`src/rtl/shacc_pkg.sv`:
```
// shacc_pkg: shared types for the sequential shift-accumulator (shacc_seq).
package shacc_pkg;

   // Runtime shift mode, encoded as on the in_mode port
   typedef enum logic [1:0] {
      SHACC_LSL = 2'b00,
      SHACC_LSR = 2'b01,
      SHACC_ASL = 2'b10,
      SHACC_ASR = 2'b11
   } shacc_mode_e;

   // Top-level sequencing
   typedef enum logic [1:0] {
      IDLE = 2'b00,
      RUN  = 2'b01,
      DONE = 2'b10
   } shacc_state_e;

   // Width of a counter that spans n slices, never narrower than one bit
   function automatic int idx_width(input int n);
      return (n > 1) ? $clog2(n) : 1;
   endfunction

endpackage

```
`src/rtl/shacc_step.sv`:
```
// shacc_step: one combinational shift of the accumulator by one slice amount.
// Flags over-shift (amt >= WIDTH); over-shift saturates to 0 or to sign fill.
module shacc_step
   import shacc_pkg::*;
#(
   parameter int WIDTH = 10
) (
   input  logic [WIDTH-1:0] acc,
   input  logic [WIDTH-1:0] amt,
   input  shacc_mode_e      mode,
   output logic [WIDTH-1:0] nxt,
   output logic             ovs
);

   // Shift by amt according to mode, with explicit over-shift saturation
   always_comb begin
      nxt = acc;
      ovs = (amt >= WIDTH'(WIDTH));
      case (mode)
         SHACC_LSL, SHACC_ASL: nxt = ovs ? '0 : (acc << amt);
         SHACC_LSR:            nxt = ovs ? '0 : (acc >> amt);
         SHACC_ASR:            nxt = ovs ? {WIDTH{acc[WIDTH-1]}}
                                         : WIDTH'($signed(acc) >>> amt);
         default:              nxt = acc;
      endcase
   end

endmodule

```
`src/rtl/shacc_seq.sv`:
```
// shacc_seq: sequential shift-accumulator. Accepts init/mode/amounts, then
// applies one slice per cycle (acc <op>= slice[k]) for NUM_SLICES cycles and
// presents the result under a valid/ready handshake.
// Optional: define SHACC_OVERSHIFT_FLAG_EN to add out_overshift, set when any
// applied slice had amt >= WIDTH.
module shacc_seq
   import shacc_pkg::*;
#(
   parameter int WIDTH      = 10,
   parameter int NUM_SLICES = 48
) (
   input  logic                        clk,
   input  logic                        rst_n,
   input  logic                        in_valid,
   output logic                        in_ready,
   input  logic [1:0]                  in_mode,
   input  logic [WIDTH-1:0]            in_init,
   input  logic [NUM_SLICES*WIDTH-1:0] in_amts,
   output logic                        out_valid,
   input  logic                        out_ready,
   output logic [WIDTH-1:0]            out_data
`ifdef SHACC_OVERSHIFT_FLAG_EN
   ,
   output logic                        out_overshift
`endif
);

   localparam int               IDX_W = idx_width(NUM_SLICES);
   localparam logic [IDX_W-1:0] LAST  = IDX_W'(NUM_SLICES - 1);

   shacc_state_e                        state;
   shacc_mode_e                         mode_q;
   logic [NUM_SLICES-1:0][WIDTH-1:0]    amts_q;
   logic [IDX_W-1:0]                    idx;
   logic [WIDTH-1:0]                    acc;
   logic [WIDTH-1:0]                    acc_nxt;
   logic                                ovs;
`ifdef SHACC_OVERSHIFT_FLAG_EN
   logic                                ovf_q;
`endif

   shacc_step #(.WIDTH(WIDTH)) u_step (
      .acc  (acc),
      .amt  (amts_q[idx]),
      .mode (mode_q),
      .nxt  (acc_nxt),
      .ovs  (ovs)
   );

   assign out_data = acc;
`ifdef SHACC_OVERSHIFT_FLAG_EN
   assign out_overshift = ovf_q;
`endif

   // Control FSM and datapath; handshake outputs are registered with the state
   always_ff @(posedge clk or negedge rst_n) begin
      if (!rst_n) begin
         state     <= IDLE;
         in_ready  <= 1'b1;
         out_valid <= 1'b0;
         mode_q    <= SHACC_LSL;
         amts_q    <= '0;
         idx       <= '0;
         acc       <= '0;
`ifdef SHACC_OVERSHIFT_FLAG_EN
         ovf_q     <= 1'b0;
`endif
      end else begin
         case (state)
            IDLE: begin
               if (in_valid) begin
                  mode_q   <= shacc_mode_e'(in_mode);
                  amts_q   <= in_amts;
                  acc      <= in_init;
                  idx      <= '0;
                  in_ready <= 1'b0;
                  state    <= RUN;
`ifdef SHACC_OVERSHIFT_FLAG_EN
                  ovf_q    <= 1'b0;
`endif
               end
            end
            RUN: begin
               acc <= acc_nxt;
`ifdef SHACC_OVERSHIFT_FLAG_EN
               ovf_q <= ovf_q | ovs;
`endif
               if (idx == LAST) begin
                  idx       <= '0;
                  out_valid <= 1'b1;
                  state     <= DONE;
               end else begin
                  idx <= idx + 1'b1;
               end
            end
            DONE: begin
               if (out_ready) begin
                  out_valid <= 1'b0;
                  in_ready  <= 1'b1;
                  state     <= IDLE;
               end
            end
            default: begin
               out_valid <= 1'b0;
               in_ready  <= 1'b1;
               state     <= IDLE;
            end
         endcase
      end
   end

endmodule

```
`config.mk`:
```
export PLATFORM = sky130hd
export DESIGN_NAME = shacc_seq
export DESIGN_NICKNAME = d
export VERILOG_FILES = /design/src/rtl/shacc_pkg.sv /design/src/rtl/shacc_step.sv /design/src/rtl/shacc_seq.sv
export SDC_FILE = /design/constraint.sdc
export NUM_CORES = 1
export LEC_CHECK = 0
export BUFFER_PORTS_ARGS = -buffer_cell sky130_fd_sc_hd__buf_2
export CAP_MARGIN = 20
export CORE_MARGIN = 2
export CORE_UTILIZATION = 48
export DETAILED_ROUTE_END_ITERATION = 6
export PLACE_DENSITY_LB_ADDON = 0.08
export REMOVE_ABC_BUFFERS = 1
export SLEW_MARGIN = 10
export SYNTH_ARGS = -nofsm -noshare
export SYNTH_HDL_FRONTEND = slang
export SYNTH_SLANG_ARGS = --single-unit
```
`constraint.sdc`:
```
create_clock -name clk -period 6.3 [get_ports clk]
set_clock_uncertainty 0.15 [all_clocks]
set_input_delay 0.315 -clock clk [delete_from_list [all_inputs] [get_ports clk]]
set_output_delay 0.315 -clock clk [all_outputs]
set_load 0.02 [all_outputs]
```
Word level (Yosys, flattened, before mapping)
Index checks and enable logic that the tools add are counted.
- logic and storage cells: 104
- register bits after elaboration: 502
- eq/ne operators: 10
- bitwise gates (word level): 2
- $lt $le $gt $ge: 2
- add/sub/neg operators: 1
- mux-type cells: 21
- reduce and logical (&&, ||, !) cells: 10
- shift operators: 3
- operator list (kind ; number):
    binary-select mux 10 bit (select 6 bit) ; 1
    two-way mux 10 bit ; 5
    case mux 10 bit (3 select lines) ; 1
    case mux 10 bit (2 select lines) ; 1
    two-way mux 6 bit ; 2
    case mux 6 bit (2 select lines) ; 1
    AND reduction 3 bit ; 4
    greater-or-equal comparator 10 x 4 -> 1 bit (second input constant) ; 1
    left shift 10 x 10 -> 10 bit ; 1
    >> shifter 10 x 10 -> 10 bit ; 1
    >>> shifter 10 x 10 -> 10 bit ; 1
    less-than comparator 6 x 7 -> 1 bit (second input constant) ; 1
    adder 6 x 1 -> 6 bit (second input constant) ; 1
    equality test 2 bit (second input constant) ; 3
    equality test 6 bit (second input constant) ; 1
    two-way mux 2 bit ; 3
    != test 2 bit (second input constant) ; 3
    case mux 1 bit (3 select lines) ; 2
    case mux 2 bit (3 select lines) ; 1
    equality test 2 x 1 -> 1 bit (second input constant) ; 2
    zero test 2 bit ; 2
    two-way mux 1 bit ; 4
    AND reduction 2 bit ; 2
    != test 3 bit (second input constant) ; 1
    other kinds (3) ; 4

Logic depth before layout (Yosys ltp)
Gate-level depths: netlist of run 1.
- word-level depth: 6
- depth in mapped cells: 16
- depth with buffers taken out: 9

Hierarchy
Synthesis of run 1 repeated with hierarchy kept, for this count alone.
- cells, all modules: 2550
- area, all modules: 23737.8 µm²
- by module, submodules not included (module ; seq. area each (µm²) ; area each (µm²) ; times used ; cells each):
    shacc_seq ; 12563.3 ; 22474.1 ; 1 ; 2379
    shacc_step ; 0.0 ; 1263.7 ; 1 ; 171

Least setup slack after synthesis of run 1
OpenSTA, ideal clock, no wires.
- path type: register to register
- start point: register idx[0]
- end point: register acc[8] (netlist: out_data[8])
- path buffers: 6
- clock period less this slack: 3.388 ns
- slack: 2.912 ns
- arrival: 3.151 ns
- cell stages (with the launch flop): 16
- library setup time: 0.087 ns
- cells stage by stage: dfrtp_1 > buf_6 > buf_12 > buf_6 > buf_4 > buf_4 > buf_2 > mux2i_1 > a22oi_1 > nand3_1 > nand4_1 > nor3_1 > o2111ai_2 > nor4_2 > mux2_1 > a32oi_1
- longest elaborated chain between the ends: 6
- elaborated cells between the ends (all ways): 11
- those cells by class: order compare: 1; shift: 3; mux: 7
- RTL lines (element ; line ; source):
    from (decl) ; shacc_seq.sv:34 ; logic [IDX_W-1:0] idx;
    from (signal assigned) ; shacc_seq.sv:93 ; idx <= idx + 1'b1;
    binary-select mux 10 bit (select 6 bit) * ; shacc_seq.sv:44 ; .amt (amts_q[idx]),
    two-way mux 10 bit (implied by the code) * ; shacc_seq.sv:44 ;
    greater-or-equal comparator 10 x 4 -> 1 bit, or another cell as far along ; shacc_step.sv:18 ; ovs = (amt >= WIDTH'(WIDTH));
    two-way mux 10 bit (on tied branches) ; shacc_step.sv:22, shacc_step.sv:20, shacc_step.sv:21 ;
    case mux 10 bit (3 select lines) * ; shacc_step.sv:19 ; case (mode)
    case mux 10 bit (2 select lines) * ; shacc_seq.sv:69 ; case (state)
    to (signal assigned) ; shacc_seq.sv:74 ; acc <= in_init;
    to (signal assigned) ; shacc_seq.sv:84 ; acc <= acc_nxt;
    to (decl) ; shacc_seq.sv:35 ; logic [WIDTH-1:0] acc;
Mark *: on every way between the ends. The rest lies on a longest branch, timed or not. The select of a mux whose other input is x is not followed.
A chain may end at the register's enable or synchronous reset.

Final worst setup path of run 1
- start point: register idx[0]
- end point: register acc[5] (netlist: out_data[5])
The elaborated chain is that of the path after synthesis.

==> results of run 1 <==
==> flip-flops by register name, indices dropped and copies added, names as in the netlist <==
register	cells
state	2
idx	6
out_valid	1
out_data	10
mode_q	2
in_ready	1
amts_q	480
==> critical path, delay by kind of cell (launching register included) <==
| family | cells | cell delay [ns] |
|---|---|---|
| AO/OA/AOI/OAI | 5 | 0.80 |
| flip-flops | 1 | 1.11 |
| multiplexers | 1 | 0.59 |
| AND/OR/NAND/NOR | 3 | 1.33 |
| buffers and inverters | 2 | 0.85 |
==> through the flow <==
step	hold WS [ns]	instances	power, W	util
floorplan	-0.1306	2623	0.01126	-
global placement	0.2998	3837	0.01299	0.5441
detailed placement	0.3051	3837	0.01309	0.5441
CTS	0.004955	4431	0.01676	0.6803
global route	0.02755	4434	0.01794	0.6805
finish	0.03722	4435	0.01690	0.6805
==> per-layer routing <==
| layer | vias to the layer above | GRT usage | wire length (µm) |
|---|---|---|---|
| met5 | - | 0 | 0 |
| li1 | 11060 | - | - |
| met4 | 0 | 0.1749 | 4706 |
| met2 | 1192 | 0.5913 | 45610 |
| met1 | 11950 | 0.4589 | 37650 |
| met3 | 317 | 0.05939 | 6351 |
==> power groups by stage <==
stage / Sequential, W / Combinational, W / Clock [W]
after floorplan: 0.00582 / 0.00544 / 0
after global placement: 0.00606 / 0.00694 / 0
after detailed placement: 0.00611 / 0.00698 / 0
after CTS: 0.00607 / 0.00725 / 0.00344
after global routing: 0.00631 / 0.00806 / 0.00357
final: 0.00612 / 0.00737 / 0.00340
==> final cells by class <==
cell class | count | area, µm² | area share
Antenna cell | 4 | 10.01 | 0.0002932
Clock buffer | 81 | 1657 | 0.04852
Clock inverter | 21 | 252.7 | 0.007403
Inverter | 11 | 41.29 | 0.001209
Multi-Input combinational cell | 2110 | 10970 | 0.3213
Sequential cell | 502 | 12570 | 0.3683
Tap cell | 672 | 840.8 | 0.02463
Timing Repair Buffer | 1034 | 7797 | 0.2284
==> worst paths after layout <==
check / slack (ns) / cells after the start / startpoint / endpoint
hold / removal: 0.04 / 4 / in_init[0] / out_data[0]$_DFFE_PN0P_
setup / recovery: 1.32 / 11 / idx[0]$_DFFE_PN0P_ / out_data[5]$_DFFE_PN0P_
setup reg to reg: 1.32 / 11 / idx[0]$_DFFE_PN0P_ / out_data[5]$_DFFE_PN0P_
max in group asynchronous: 4.16 / 3 / rst_n / idx[0]$_DFFE_PN0P_
hold reg to reg: 0.31 / 2 / amts_q[18]$_DFFE_PN0P_ / amts_q[18]$_DFFE_PN0P_
min in group asynchronous: 0.22 / 2 / rst_n / amts_q[281]$_DFFE_PN0P_
==> cells in the final DEF (no fill, tap or decap), types with 20 or more instances in the layout <==
master            n
nand3_1          20
o21ai_0          27
buf_4            30
mux2i_1          78
dlygate4sd3_1   492
dfrtp_1         498
mux4_2           54
buf_2           506
clkbuf_16        57
nor3_1           37
a21oi_1          36
nor2_1           77
nand2_1        1508
==> cell families (layout without fill, tap and decap cells) <==
family                   count (synthesis)  count (layout)  share of synthesized area
AO/OA/AOI/OAI                          226             226                    0.06955
XOR/XNOR                                 1               1                  0.0003589
adder cells (fa/ha/maj)                  1               1                  0.0005125
buffers and inverters                  186            1147                    0.03639
flip-flops                             502             502                     0.5147
multiplexers                           149             149                    0.09703
other                                    0               4                          0
AND/OR/NAND/NOR                       1733            1733                     0.2815
==> flow_summary.json, run 1 <==
{
  "syn_area_mm2": 0.02441,
  "cts_buffer_depth": 3,
  "cts_made_buffers": 55,
  "crit_fanout": 51,
  "switchingPower_w": 0.007052,
  "cts_resized": 0,
  "hp-class": "in2reg",
  "fmax_mhz": 200.6,
  "ys_warn_count": 0,
  "synthArstFlopShare": 1.000,
  "hold_viol": 0,
  "cp_common_cell": "buf_4",
  "clock-sinks": 502,
  "die_w_um": 229.5,
  "tightestPinTransition_ns": 1.120,
  "die_area_mm2": 0.05267,
  "vias": 24510,
  "die_y_um": 229.5,
  "comb_power_share": 0.436,
  "grt_use_total": 0.3579,
  "period_needed_ns": 4.984,
  "leakage_nw": 17.48,
  "coreArea_mm2": 0.05017,
  "boundaryPins": 508,
  "synthDominantCellAreaShare": 0.5136,
  "synth_area_leader_cell": "dfrtp_1",
  "cpMaxStageDelayCell": "dfrtp_4",
  "antenna_found_initial": 4,
  "grt.overflow.total": 0,
  "cap_violations": 0,
  "cts_root_buffer": "clkbuf_16",
  "relSlewSlack": 0.2530,
  "power.density_mw_per_mm2": 494.8,
  "timing.final.ws_setup_ns": 1.316,
  "port_buffers": 507,
  "htreeDepth": 2,
  "clk_latency_ns": 0.62,
  "seq_area_frac_synth": 0.5147,
  "syn_area_per_cell_um2": 8.724,
  "endpoint_kind": "register",
  "cp_slowest_stage_delay_ns": 1.11,
  "place_congestion": 0.9181,
  "grt_start_max_net_pins": 244,
  "synthTopCellsByArea": "dfrtp_1, nand2_1, mux4_2",
  "yosysMostFrequentCell": "nand2_1",
  "drive_gt1_frac": 0.1939,
  "fin_nets": 4211,
  "status": "complete, no violations",
  "setup_viol": 0,
  "grt_pass1_wl_um": 146200,
  "critPathArrivalTime_ns": 5.33,
  "path_cells": "buf_4, mux4_1, and4_1, a31oi_1, o21ai_1, or2_0, buf_4, a21oi_4, a2111oi_0, or4_1, a41o_1",
  "intPower_w": 0.009843,
  "synth_edf_count": 0,
  "final_cell_area_mm2": 0.03414,
  "cts_hold_buf": 492,
  "dpl-instance-area_mm2": 0.02730,
  "synthDistinctLibCells": 93,
  "finalCritPeriodShare": 0.7911,
  "drt_iter0_drc": 2140,
  "max-vdd-ir-drop_uv": 367.0,
  "slew_viol_final": 0,
  "clk_pin_slew_ns": 0.06,
  "via_per_inst": 5.527,
  "drcViolationCount": 0,
  "cts_tree": "done",
  "first_pass_iters": 6,
  "num_rows": 82,
  "worst-setup-path-type": "reg2reg",
  "dp_slack_ns": 1.350,
  "synthFlopType": "dfrtp_1",
  "start_util": 0.4866,
  "ant_nets": 0,
  "routed_wirelength_um": 94320,
  "cp-start-kind": "register",
  "cts_setup_buffers": 0,
  "drt-wirelength-per-cell_um": 21.27,
  "netlist_instances": 2798,
  "n_fill_cell": 3684,
  "required_ns": 6.65,
  "power_frac_seq": 0.362,
  "switching_share": 0.4174,
  "dp_hpwl_um": 58820,
  "synth_common_cells": "nand2_1, dfrtp_1, clkbuf_1",
  "rsz0062_at_grt": "no",
  "area_growth_pct": 39.87,
  "synth_seq_cells": 502,
  "first_global_vias": 25830,
  "tns_ns": 0,
  "power_frac_clock": 0.201
}
Note: power is estimated with default switching activity, not from simulation.
==> run 2, diff against run 1 <==
==> constraint.sdc (replaced) <==
create_clock -name clk -period 5.05 [get_ports clk]
set_clock_uncertainty 0.15 [all_clocks]
set_input_delay 0.2525 -clock clk [delete_from_list [all_inputs] [get_ports clk]]
set_output_delay 0.2525 -clock clk [all_outputs]
set_load 0.02 [all_outputs]
==> flow_summary.json, run 2 (synthesis gave the netlist of run 1 again) <==
{
  "cts_root_buffer": "clkbuf_16",
  "grt_start_max_net_pins": 200,
  "top_register": "amts_q",
  "critPathArrivalTime_ns": 4.73,
  "die_w_um": 229.5,
  "area_growth_pct": 40.39,
  "multi_input_area_mm2": 0.01097,
  "holdWs_ns": 0.05608,
  "setup_viol": 0,
  "endpoint_kind": "register",
  "required_ns": 5.37,
  "grt_use_total": 0.3617,
  "coreArea_mm2": 0.05017,
  "drive_gt1_frac": 0.1984,
  "cp-start-kind": "register",
  "hp-class": "in2reg",
  "dp_hpwl_um": 60430,
  "via_per_inst": 5.540,
  "start_util": 0.4866,
  "vias": 24700,
  "status": "complete, no violations",
  "power.density_mw_per_mm2": 617.9,
  "final_cell_mix": "nand2_1, buf_2, dfrtp_1",
  "period_needed_ns": 4.404,
  "fmax_mhz": 227.1,
  "clock-sinks": 502,
  "cap_violations": 0,
  "htreeDepth": 2,
  "boundaryPins": 508,
  "fin_cells": 4459,
  "drt-wirelength-per-cell_um": 21.39,
  "tightestPinTransition_ns": 0.9838,
  "cts_made_buffers": 54,
  "cts_buffer_depth": 3,
  "cts_tree": "done",
  "largest_reg_flops": 480,
  "clk_pin_slew_ns": 0.07,
  "tns_ns": 0,
  "grt.overflow.total": 0,
  "clk_latency_ns": 0.63,
  "relSlewSlack": 0.3441,
  "die_y_um": 229.5,
  "max-vdd-ir-drop_uv": 340.7,
  "num_rows": 82,
  "final_common_cell": "nand2_1",
  "routed_wirelength_um": 95380,
  "drt_iter0_drc": 1981,
  "worst-setup-path-type": "reg2reg",
  "slew_viol_final": 0,
  "cts_setup_buffers": 0,
  "post-place-cells": 3857,
  "drcViolationCount": 0,
  "finalCritPeriodShare": 0.8721,
  "leakage_nw": 17.56,
  "regArea_mm2": 0.01257,
  "crit_fanout": 48,
  "place_congestion": 0.9119,
  "grt_pass1_wl_um": 147700,
  "ant_nets": 0,
  "first_pass_iters": 7,
  "cts_hold_buf": 494,
  "antenna_found_initial": 7,
  "port_buffers": 507,
  "n_fill_cell": 3780,
  "die_area_mm2": 0.05267,
  "first_global_vias": 26170,
  "hold_viol": 0,
  "cts_resized": 0,
  "fin_nets": 4232,
  "rsz0062_at_grt": "no"
}
-- run 2: cell types whose count changed in the layout (fill, tap and decap cells not counted), sizes merged --
| cell | previous run | this run |
|---|---|---|
| bufinv | 5 | 4 |
| diode | 4 | 7 |
| clkbuf | 81 | 71 |
| dlygate4sd3 | 492 | 494 |
| clkinvlp | 0 | 2 |
| clkinv | 16 | 24 |
| buf | 542 | 562 |
-- run 2: path summary, 6_finish.rpt --
kind,start,endpoint,slack (ns),cells past startpoint
worst max-delay path,idx[0]$_DFFE_PN0P_,out_data[8]$_DFFE_PN0P_,0.65,10
worst min-delay path,in_init[0],out_data[0]$_DFFE_PN0P_,0.06,4
worst max register to register,idx[0]$_DFFE_PN0P_,out_data[8]$_DFFE_PN0P_,0.65,10
worst min register to register,amts_q[292]$_DFFE_PN0P_,amts_q[292]$_DFFE_PN0P_,0.32,2
max in group asynchronous,rst_n,amts_q[112]$_DFFE_PN0P_,3.26,3
min in group asynchronous,rst_n,amts_q[80]$_DFFE_PN0P_,0.12,2
-- run 2: cell type report --
class	instances	share of cell area
inverters	11	0.001205
repair buffers	1056	0.2343
clock inverters	30	0.008214
multi-input cells	2110	0.3201
diodes	7	0.0005111
flip-flops and latches	502	0.3669
clock buffers	71	0.04425
well taps	672	0.02453
-- run 2: where the power goes --
part	total, W	switching, W	internal [W]	leakage [nW]
registers	0.00753	0.00149	0.00604	6.25
clock network	0.00407	0.00175	0.00233	0.902
logic	0.00958	0.00568	0.00389	10.4
total	0.0212	0.00892	0.0123	17.6
-- run 2: metal layers --
metal / up-vias / global-route usage / wire length (µm)
met5: - / 0 / 13
met4: 2 / 0.2035 / 5532
met3: 374 / 0.06138 / 6324
met2: 1203 / 0.5955 / 45900
met1: 12000 / 0.4537 / 37610
li1: 11120 / - / -
-- run 2: critical path: stages (launching register included) --
cell and delay, ns:
dfrtp_4 0.59, buf_12 0.31, mux4_1 0.62, a22o_1 0.26, a21oi_1 0.35, and3_1 0.60, or3_1 0.37, a21oi_1 0.08
o41ai_1 0.50, a211o_1 0.21, a32oi_1 0.09
-- run 2: through the flow --
stage	power [W]	instance area [µm²]	utilization	setup WS, ns
floorplan	0.01399	23560	-	-25.12
global placement	0.01652	27510	0.5484	0.6295
detailed placement	0.01660	27510	0.5484	0.6544
CTS	0.02101	34250	0.6828	0.6439
global route	0.02250	34270	0.6830	0.3579
finish	0.02118	34270	0.6831	0.6457
==> run 3, diff against run 2 <==
--- a/config.mk
+++ b/config.mk
@@ -11,6 +11,7 @@
 export CORE_UTILIZATION = 48
 export DETAILED_ROUTE_END_ITERATION = 6
 export PLACE_DENSITY_LB_ADDON = 0.08
+export RECOVER_POWER = 50
 export REMOVE_ABC_BUFFERS = 1
 export SLEW_MARGIN = 10
 export SYNTH_ARGS = -nofsm -noshare
==> flow_summary.json, run 3 (synthesis gave the netlist of run 1 again) <==
{
  "place_congestion": 0.9119,
  "required_ns": 5.38,
  "grt.overflow.total": 0,
  "num_rows": 82,
  "via_per_inst": 5.545,
  "cts_root_buffer": "clkbuf_16",
  "clk_latency_ns": 0.63,
  "start_util": 0.4866,
  "hold_viol": 0,
  "die_w_um": 229.5,
  "timing.final.ws_setup_ns": 0.6531,
  "slew_viol_final": 107,
  "tightestPinTransition_ns": 2.898,
  "grt_use_total": 0.3617,
  "crit_fanout": 48,
  "first_global_vias": 26170,
  "dp_hpwl_um": 60430,
  "cap_violations": 1,
  "drive_gt1_frac": 0.1955,
  "leakage_nw": 17.51,
  "vias": 24720,
  "fin_util": 0.6823,
  "power.density_mw_per_mm2": 618.2,
  "holdWs_ns": 0.04893,
  "rsz0062_at_grt": "no",
  "dp_slack_ns": 0.6544,
  "r2r_start": "idx[0]$_DFFE_PN0P_",
  "grt_start_max_net_pins": 200,
  "clock-sinks": 502,
  "fmax_mhz": 227.4,
  "final_cell_mix": "nand2_1, dfrtp_1, buf_2",
  "antenna_found_initial": 7,
  "period_needed_ns": 4.397,
  "cts_resized": 0,
  "htreeDepth": 2,
  "cts_buffer_depth": 3,
  "port_buffers": 507,
  "clk_pin_slew_ns": 0.06,
  "cp-start-kind": "register",
  "drt_iter0_drc": 2043,
  "worst-setup-path-type": "reg2reg",
  "routed_wirelength_um": 95370,
  "drt-wirelength-per-cell_um": 21.39,
  "cts_hold_buf": 494,
  "drcViolationCount": 3,
  "ant_nets": 0,
  "finalCritPeriodShare": 0.8707,
  "violations": "DRC, capacitance limit, slew limit",
  "cts_tree": "done",
  "cts_setup_buffers": 0,
  "top_register": "amts_q",
  "area_growth_pct": 40.23,
  "setup_viol": 0,
  "boundaryPins": 508,
  "n_fill_cell": 3789,
  "relSlewSlack": -0.9320,
  "first_pass_iters": 7,
  "hp-class": "in2reg",
  "cts_made_buffers": 54,
  "grt_pass1_wl_um": 147700,
  "max-vdd-ir-drop_uv": 342.3,
  "hp-start": "in_init[0]",
  "status": "finished with violations",
  "coreArea_mm2": 0.05017,
  "die_area_mm2": 0.05267,
  "tns_ns": 0,
  "die_y_um": 229.5,
  "fin_nets": 4232,
  "critPathArrivalTime_ns": 4.72,
  "final_common_cell": "nand2_1",
  "crit_start": "idx[0]$_DFFE_PN0P_",
  "endpoint_kind": "register",
  "largest_reg_flops": 480
}
[run 3: cell types whose count changed in the layout (fill, tap and decap cells not counted), sizes merged]
cell / delta
buf: -14
clkbuf: +14
diode: -1
[run 3: through the flow]
| step | area (µm²) | total power [W] | std cells |
|---|---|---|---|
| 5_1_grt | 34230 | 0.02249 | 4457 |
| 3_3_place_gp | 27510 | 0.01652 | 3857 |
| 2_1_floorplan | 23560 | 0.01399 | 2623 |
| 3_5_place_dp | 27510 | 0.01660 | 3857 |
| 4_1_cts | 34250 | 0.02101 | 4452 |
| 6_report | 34230 | 0.02116 | 4458 |
[run 3: final timing paths]
| kind | cells past startpoint | to | slack [ns] |
|---|---|---|---|
| setup / recovery | 10 | out_data[1]$_DFFE_PN0P_ | 0.65 |
| hold / removal | 4 | out_data[0]$_DFFE_PN0P_ | 0.05 |
| setup reg to reg | 10 | out_data[1]$_DFFE_PN0P_ | 0.65 |
| hold reg to reg | 2 | amts_q[292]$_DFFE_PN0P_ | 0.32 |
| max in group asynchronous | 3 | amts_q[313]$_DFFE_PN0P_ | 0.99 |
| min in group asynchronous | 2 | amts_q[80]$_DFFE_PN0P_ | 0.91 |
[run 3: per-layer routing]
layer,GRT usage,vias up,part of all wire
met5,0,-,0.00014
met4,0.2035,2,0.058
met3,0.06138,382,0.066
met2,0.5955,1252,0.48
met1,0.4537,11970,0.40
li1,-,11120,-
[run 3: cell type report]
type / instances / area (µm²) / area share
inverters: 11 / 41.29 / 0.001206
repair buffers: 1056 / 7991 / 0.2335
flip-flops and latches: 502 / 12570 / 0.3674
multi-input cells: 2110 / 10970 / 0.3205
clock buffers: 71 / 1516 / 0.04430
clock inverters: 30 / 281.5 / 0.008224
diodes: 6 / 15.01 / 0.0004386
well taps: 672 / 840.8 / 0.02456
[run 3: critical path, cell delays in order, from the launching register on]
cell and delay, ns:
dfrtp_4 0.59, buf_12 0.31, buf_4 0.34, mux4_2 0.54, a2111oi_0 0.36, o31ai_1 0.18, o2111ai_2 0.34, o211ai_1 0.39
a31o_1 0.42, o41ai_1 0.40, o211ai_1 0.14
[run 3: power breakdown]
group,internal (W),switching [W]
logic,0.00389,0.00568
clock network,0.00233,0.00174
registers,0.00604,0.00149
